$ cat config.mk
export PLATFORM = sky130hd
export DESIGN_NAME = spell_sram_responder
export DESIGN_NICKNAME = d
export VERILOG_FILES = /design/src/rtl/spell_sram_responder_pkg.sv /design/src/rtl/spell_sram_decode.sv /design/src/rtl/spell_sram_responder.sv
export SDC_FILE = /design/constraint.sdc
export NUM_CORES = 1
export LEC_CHECK = 0
export CORE_UTILIZATION = 42
export DETAILED_ROUTE_END_ITERATION = 8
export PLACE_DENSITY = 0.83
export SYNTH_ARGS = -nofsm -noshare
export SYNTH_HDL_FRONTEND = slang
export SYNTH_HIERARCHICAL = 1
export SYNTH_SLANG_ARGS = --single-unit
$ cat constraint.sdc
create_clock -name clock -period 2.8 [get_ports clock]
set_clock_uncertainty 0.2 [all_clocks]
set_input_delay 0.56 -clock clock [delete_from_list [all_inputs] [get_ports clock]]
set_output_delay 0.56 -clock clock [all_outputs]
set_load 0.01 [all_outputs]
$ cat src/rtl/spell_sram_responder_pkg.sv
// -----------------------------------------------------------------------------
// spell_sram_responder_pkg
//
// Shared definitions for the spell SRAM responder slice.
//   - sram_state_t    : responder FSM state encoding (3 bits)
//   - SPELL_SRAM_BASE : default byte base of the SRAM window; spell_mem's
//                       master side decodes against the same constant
//   - SPELL_SRAM_MAX_WAIT : largest wait-state count the 4-bit counter holds
//   - macro_touched() : whether a request actually needs a macro cycle
// -----------------------------------------------------------------------------
package spell_sram_responder_pkg;

   typedef enum logic [2:0] {
      IDLE   = 3'd0,
      ACCESS = 3'd1,
      WAIT   = 3'd2,
      RESP   = 3'd3,
      ERR    = 3'd4
   } sram_state_t;

   localparam logic [31:0] SPELL_SRAM_BASE = 32'h3000_0000;

   localparam int SPELL_SRAM_MAX_WAIT = 15;

   // A read always touches the macro. A write touches it only when at least
   // one byte lane is selected; an all-zero select is acked without ever
   // pulling chip select low.
   function automatic logic macro_touched(input logic we, input logic [3:0] sel);
      return (!we) || (sel != 4'b0000);
   endfunction

endpackage

$ cat src/rtl/spell_sram_decode.sv
// -----------------------------------------------------------------------------
// spell_sram_decode
//
// Purely combinational window decode for the spell SRAM responder. Takes the
// word part of a Wishbone byte address (byte-lane bits already stripped) and
// reports whether it falls in the BASE_ADDR window, plus the macro word index.
// Kept separate so a scoreboard can reuse the exact same decode.
//
// Parameters:
//   ADDR_WIDTH : macro word-address width
//   BASE_ADDR  : byte base of the window, aligned to 2**(ADDR_WIDTH+2)
//
// Ports:
//   word_adr  in  30          Wishbone address bits [31:2]
//   hit       out 1           address lies inside the window
//   word_idx  out ADDR_WIDTH  macro word address
// -----------------------------------------------------------------------------
module spell_sram_decode
   import spell_sram_responder_pkg::*;
#(
   parameter int          ADDR_WIDTH = 8,
   parameter logic [31:0] BASE_ADDR  = SPELL_SRAM_BASE
) (
   input  logic [29:0]           word_adr,
   output logic                  hit,
   output logic [ADDR_WIDTH-1:0] word_idx
);

   // Only the base bits above the window size take part in the compare; the
   // lower base bits are zero by the alignment rule and are ignored here.
   localparam logic [31:0] BASE_WORD = BASE_ADDR >> 2;
   localparam logic [29-ADDR_WIDTH:0] BASE_TAG = BASE_WORD[29:ADDR_WIDTH];

   // The upper address bits select the window; the lower ones select the word.
   always_comb begin
      hit      = (word_adr[29:ADDR_WIDTH] == BASE_TAG);
      word_idx = word_adr[ADDR_WIDTH-1:0];
   end

endmodule

$ cat src/rtl/spell_sram_responder.sv
// -----------------------------------------------------------------------------
// spell_sram_responder
//
// Wishbone classic slave sitting behind the spell core's OpenRAM master port.
// Each Wishbone cycle inside the BASE_ADDR window becomes exactly one access
// on an OpenRAM-style single-port synchronous SRAM macro (active-low chip
// select and write enable, byte write mask). Reads return the macro data with
// a one-cycle ack; addresses outside the window get a one-cycle err instead.
// WAIT_STATES adds programmable latency between the macro access and the ack.
//
// Parameters:
//   ADDR_WIDTH  : macro word-address width (depth 2**ADDR_WIDTH words)
//   BASE_ADDR   : byte base of the window, aligned to 2**(ADDR_WIDTH+2)
//   WAIT_STATES : extra cycles (0..15) between macro access and ack
//
// Ports:
//   clock, reset         system clock, synchronous active-high reset
//   wb_cyc_i, wb_stb_i   Wishbone cycle / strobe
//   wb_we_i, wb_sel_i    write enable, byte selects
//   wb_adr_i, wb_dat_i   byte address, write data
//   wb_dat_o             registered read data
//   wb_ack_o, wb_err_o   one-cycle completion / decode-error pulses
//   ram_csb_o, ram_web_o macro chip select / write enable (active low)
//   ram_wmask_o          macro byte write mask
//   ram_addr_o           macro word address
//   ram_din_o            macro write data
//   ram_dout_i           macro read data
//   wp_i                 write protect (only with SPELL_SRAM_WRITE_PROTECT_EN)
//
// Build option:
//   SPELL_SRAM_WRITE_PROTECT_EN : adds wp_i; in-window writes while wp_i=1
//                                 take the error path without a macro access.
// -----------------------------------------------------------------------------
module spell_sram_responder
   import spell_sram_responder_pkg::*;
#(
   parameter int          ADDR_WIDTH  = 8,
   parameter logic [31:0] BASE_ADDR   = SPELL_SRAM_BASE,
   parameter int          WAIT_STATES = 0
) (
   input  logic                  clock,
   input  logic                  reset,
   input  logic                  wb_cyc_i,
   input  logic                  wb_stb_i,
   input  logic                  wb_we_i,
   input  logic [3:0]            wb_sel_i,
   input  logic [31:0]           wb_adr_i,
   input  logic [31:0]           wb_dat_i,
   output logic [31:0]           wb_dat_o,
   output logic                  wb_ack_o,
   output logic                  wb_err_o,
`ifdef SPELL_SRAM_WRITE_PROTECT_EN
   input  logic                  wp_i,
`endif
   output logic                  ram_csb_o,
   output logic                  ram_web_o,
   output logic [3:0]            ram_wmask_o,
   output logic [ADDR_WIDTH-1:0] ram_addr_o,
   output logic [31:0]           ram_din_o,
   input  logic [31:0]           ram_dout_i
);

   // The counter is loaded on the way into WAIT and the final WAIT cycle is
   // the one that sees zero, so the load value is one less than the count.
   localparam logic [3:0] WAIT_LOAD = (WAIT_STATES > 0) ? 4'(WAIT_STATES - 1) : 4'd0;

   sram_state_t           state_q, state_d;
   logic [3:0]            wait_cnt_q, wait_cnt_d;
   logic                  rd_q, rd_d;
   logic [31:0]           dat_q, dat_d;
   logic                  ack_q, ack_d;
   logic                  err_q, err_d;
   logic                  csb_q, csb_d;
   logic                  web_q, web_d;
   logic [3:0]            wmask_q, wmask_d;
   logic [ADDR_WIDTH-1:0] addr_q, addr_d;
   logic [31:0]           din_q, din_d;

   logic                  win_hit;
   logic [ADDR_WIDTH-1:0] word_idx;
   logic                  wp_block;
   logic [1:0]            unused_byte_bits;

   assign unused_byte_bits = wb_adr_i[1:0];

   spell_sram_decode #(
      .ADDR_WIDTH (ADDR_WIDTH),
      .BASE_ADDR  (BASE_ADDR)
   ) u_decode (
      .word_adr (wb_adr_i[31:2]),
      .hit      (win_hit),
      .word_idx (word_idx)
   );

   // Write protect turns an otherwise valid write into a decode-style error.
   // Without the build option nothing is ever blocked.
`ifdef SPELL_SRAM_WRITE_PROTECT_EN
   assign wp_block = wp_i && wb_we_i;
`else
   assign wp_block = 1'b0;
`endif

   // State and every output are plain registers; reset drives all of them to
   // their idle values on the same edge, even in the middle of a transfer.
   always_ff @(posedge clock) begin
      if (reset) begin
         state_q    <= IDLE;
         wait_cnt_q <= 4'd0;
         rd_q       <= 1'b0;
         dat_q      <= 32'd0;
         ack_q      <= 1'b0;
         err_q      <= 1'b0;
         csb_q      <= 1'b1;
         web_q      <= 1'b1;
         wmask_q    <= 4'd0;
         addr_q     <= '0;
         din_q      <= 32'd0;
      end else begin
         state_q    <= state_d;
         wait_cnt_q <= wait_cnt_d;
         rd_q       <= rd_d;
         dat_q      <= dat_d;
         ack_q      <= ack_d;
         err_q      <= err_d;
         csb_q      <= csb_d;
         web_q      <= web_d;
         wmask_q    <= wmask_d;
         addr_q     <= addr_d;
         din_q      <= din_d;
      end
   end

   // Next-state and next-output logic. ack and err default low so they can
   // only ever be single-cycle pulses. The macro controls are set when IDLE
   // accepts a request and dropped again when leaving ACCESS, so the macro
   // sees exactly one cycle of chip select per transfer. Read data is taken
   // from the macro on the edge that enters RESP, whether that edge comes
   // straight from ACCESS or from the last WAIT cycle. Dropping cyc while in
   // ACCESS or WAIT abandons the transfer with no response at all.
   always_comb begin
      state_d    = state_q;
      wait_cnt_d = wait_cnt_q;
      rd_d       = rd_q;
      dat_d      = dat_q;
      ack_d      = 1'b0;
      err_d      = 1'b0;
      csb_d      = csb_q;
      web_d      = web_q;
      wmask_d    = wmask_q;
      addr_d     = addr_q;
      din_d      = din_q;

      case (state_q)
         IDLE: begin
            if (wb_cyc_i && wb_stb_i) begin
               if (win_hit && !wp_block) begin
                  state_d = ACCESS;
                  addr_d  = word_idx;
                  rd_d    = !wb_we_i;
                  csb_d   = !macro_touched(wb_we_i, wb_sel_i);
                  if (wb_we_i) begin
                     web_d   = 1'b0;
                     wmask_d = wb_sel_i;
                     din_d   = wb_dat_i;
                  end else begin
                     web_d   = 1'b1;
                     wmask_d = 4'd0;
                  end
               end else begin
                  state_d = ERR;
                  err_d   = 1'b1;
               end
            end
         end

         ACCESS: begin
            csb_d   = 1'b1;
            web_d   = 1'b1;
            wmask_d = 4'd0;
            if (!wb_cyc_i) begin
               state_d = IDLE;
            end else if (WAIT_STATES > 0) begin
               state_d    = WAIT;
               wait_cnt_d = WAIT_LOAD;
            end else begin
               state_d = RESP;
               ack_d   = 1'b1;
               if (rd_q) begin
                  dat_d = ram_dout_i;
               end
            end
         end

         WAIT: begin
            if (!wb_cyc_i) begin
               state_d    = IDLE;
               wait_cnt_d = 4'd0;
            end else if (wait_cnt_q == 4'd0) begin
               state_d = RESP;
               ack_d   = 1'b1;
               if (rd_q) begin
                  dat_d = ram_dout_i;
               end
            end else begin
               wait_cnt_d = wait_cnt_q - 4'd1;
            end
         end

         RESP: begin
            state_d = IDLE;
         end

         ERR: begin
            state_d = IDLE;
         end

         default: begin
            state_d = IDLE;
         end
      endcase
   end

   assign wb_dat_o    = dat_q;
   assign wb_ack_o    = ack_q;
   assign wb_err_o    = err_q;
   assign ram_csb_o   = csb_q;
   assign ram_web_o   = web_q;
   assign ram_wmask_o = wmask_q;
   assign ram_addr_o  = addr_q;
   assign ram_din_o   = din_q;

endmodule

==> results.md <==
* Status: complete, no violations
* Nets at 691
* Avg Cell Area, Syn at 9.753 µm²
* Core area at 9328 µm²
* Worst-path clk slew at 80 ps
* Post-DP HPWL at 7.054 mm
* Clk pwr share at 38.5%
* Root buffer cell: clkbuf_8
* Pin count of the biggest net entering global routing at 113
* GRT Overall Usage at 19.34%
* Crit path kind: input pin to flop
* Routability cong. at 0.7442
* Pwr Density at 390.5 nW/µm²
* Total inserted antenna cells at 0
* Unique masters post-synth at 41
* Slew headroom at 52.92%
* Sequential area share after synthesis at 43.01%
* Vias per cell at 4.861
* Critical path arrival at 2820 ps
* Peak supply drop at 0.2846 mV
* Critical path capture point type: flop
* Fin crit share at 98.00%
* Drt first pass iters at 4
* # placed instances at 698
* Initial antenna violation count at 0
* CTS max path bufs at 2
* Fmax at 364.4 MHz
* Die X at 100.8 µm
* Total die area at 10150 µm²
* Residual DRC at 0
* FP Rows at 35
* Number of synthesized flops with an enable pin at 0
* Synth warn at 6
* CTS sink cnt at 88
* Vias at 3485
* Share of cells above drive strength 1 at 6.293%
* FF-to-FF path depth at 5
* Synth Register Bits at 88
* First-pass GRT wire length at 15.65 mm
* 1st-iter DRT viols at 99
* Syn Inst Count at 420
* Hold Path Stages at 2
* I/O pins at 185
* CTS Buf Count at 9
* Actual slew at the worst max-slew pin at 704.8 ps
* CTS H-tree lvls at 3
* Syn_nets at 526
* CTS tree: yes
* Per-cell routed wire length at 14.31 µm
* CP Max Fanout at 17
* Initial Util at 43.92%
* Fin cells at 717
* Pwr Total at 2.435 mW
* GR Overflow Total at 0
* Flop pwr share at 51.4%
* Most frequent cells in the layout: 179 x clkdlybuf4s50_1, 130 x nand2b_1, 88 x dfxtp_1
* Internal at 1.939 mW
* CP Launch Type: input pin
* TNS Setup at 0 ps
* Area Growth Syn to Fin at 52.23%
* Share of flip-flops with an asynchronous set or reset at 0%
* Sw power at 495.6 µW
* Worst hold-check path type: flop to flop
* Switching Share at 20.35%
* Total wire length at 10.26 mm
* Gate power share at 10.1%
* Number of port buffers at 182
* Ys flop type: dfxtp_1
* Worst-Skew Late Latency at 340 ps
* Die Y at 100.8 µm
* Post-Syn Area at 4096 µm²
* Number of global-route vias before repair at 3482
* Final setup vio count at 0
* Max_cap viols at 0
* Final slew viol count at 0
* Minimum clock period at 2744 ps
* Commonest non-fill, non-tap cell in the layout: clkdlybuf4s50_1
* ANT nets after route at 0
* WP data required at 2870 ps
* Count of final hold-check violations at 0
* Leak pwr at 2.109 nW
-- path summary, 6_finish.rpt --
path	from	endpoint	slack (ps)
worst max-delay path	wb_adr_i[18]	ram_din_o[12]	60
worst min-delay path	wb_dat_o[11]	wb_dat_o[11]	270
worst max register to register	state_q[0]	ram_din_o[22]	750
worst min register to register	wb_dat_o[11]	wb_dat_o[11]	270
-- through the flow --
stage               area, µm²  hold WS, ps  utilization [%]  setup WS (ps)
floorplan                4096        254.3                -          146.4
global placement         5934        257.1            63.62         -232.2
detailed placement       5934        261.3            63.62         -337.0
CTS                      6142        272.4            65.85          34.24
global route             6236        295.7            66.85         -8.820
finish                   6236        271.0            66.85          56.12
-- per-layer routing --
layer  track usage (%)  routed length [µm]  part of all wire (%)  vias to the layer above
met4             7.135                 160                   1.6                        0
met5                 0                   0                     0                        -
met2             33.98                4886                    48                      122
li1                  -                   -                     -                     1740
met1             20.93                4233                    41                     1610
met3             7.698                 979                   9.5                       13
-- synth_stat cells, types with 4 or more instances --
master,number,share of area (%)
a21oi_1,17,2.1
buf_2,7,0.86
buf_4,11,2.0
clkbuf_1,19,1.7
dfxtp_1,88,43
mux2i_1,65,16
nand2b_1,130,20
nand3_1,8,0.98
nand4_1,5,0.76
nor4_1,4,0.61
nor4bb_1,4,0.98
o21ai_0,16,2.0
-- state kept, by name, indices dropped and copies added (netlist names) --
register,cells
state_q,3
ram_addr_o,8
ram_din_o,32
wait_cnt_q,4
wb_dat_o,32
rd_q,1
ram_csb_o,1
ram_web_o,1
wb_ack_o,1
wb_err_o,1
ram_wmask_o,4
-- power by group through the flow --
stage | Sequential [mW] | Combinational, mW | Clock (mW)
3_5_place_dp | 1.28 | 0.243 | 0
6_report | 1.25 | 0.246 | 0.937
4_1_cts | 1.25 | 0.245 | 0.963
3_3_place_gp | 1.28 | 0.239 | 0
2_1_floorplan | 1.28 | 0.0913 | 0
5_1_grt | 1.25 | 0.264 | 1.02
-- critical path, cell delays in order --
cell and delay (ps):
clkdlybuf4s50_1 410, or4_4 500, nor4_4 300, nand3b_1 180, nor4b_4 300, buf_6 170
buf_12 180, mux2i_1 210
-- kinds of logic after synthesis --
group / after synthesis / share of synthesized area, %
adder cells (fa/ha/maj): 1 / 0.3054
buffers and inverters: 44 / 6.628
flip-flops: 88 / 43.01
AND/OR/NAND/NOR: 181 / 28.56
XOR/XNOR: 1 / 0.2138
AO/OA/AOI/OAI: 40 / 5.406
multiplexers: 65 / 15.88
-- what timing repair did --
| item | CTS | global route |
|---|---|---|
| gates resized for setup | 0 | 10 |
| hold buffers | 0 | 0 |
| endpoints found under the hold margin | 0 | 0 |
| buffers inserted | 0 | 2 |
| setup endpoints to repair | 0 | 25 |
-- area by class of cell --
class                      instances  area, µm²
fill                             732       3092
multi-input combinational        288       2096
timing repair buffer             195       1998
sequential                        88       1762
tap                              129      161.4
clock buffer                      10      137.6
clock inverter                     4      70.07
inverter                           3      11.26
Power figures use the tool's default switching activity.
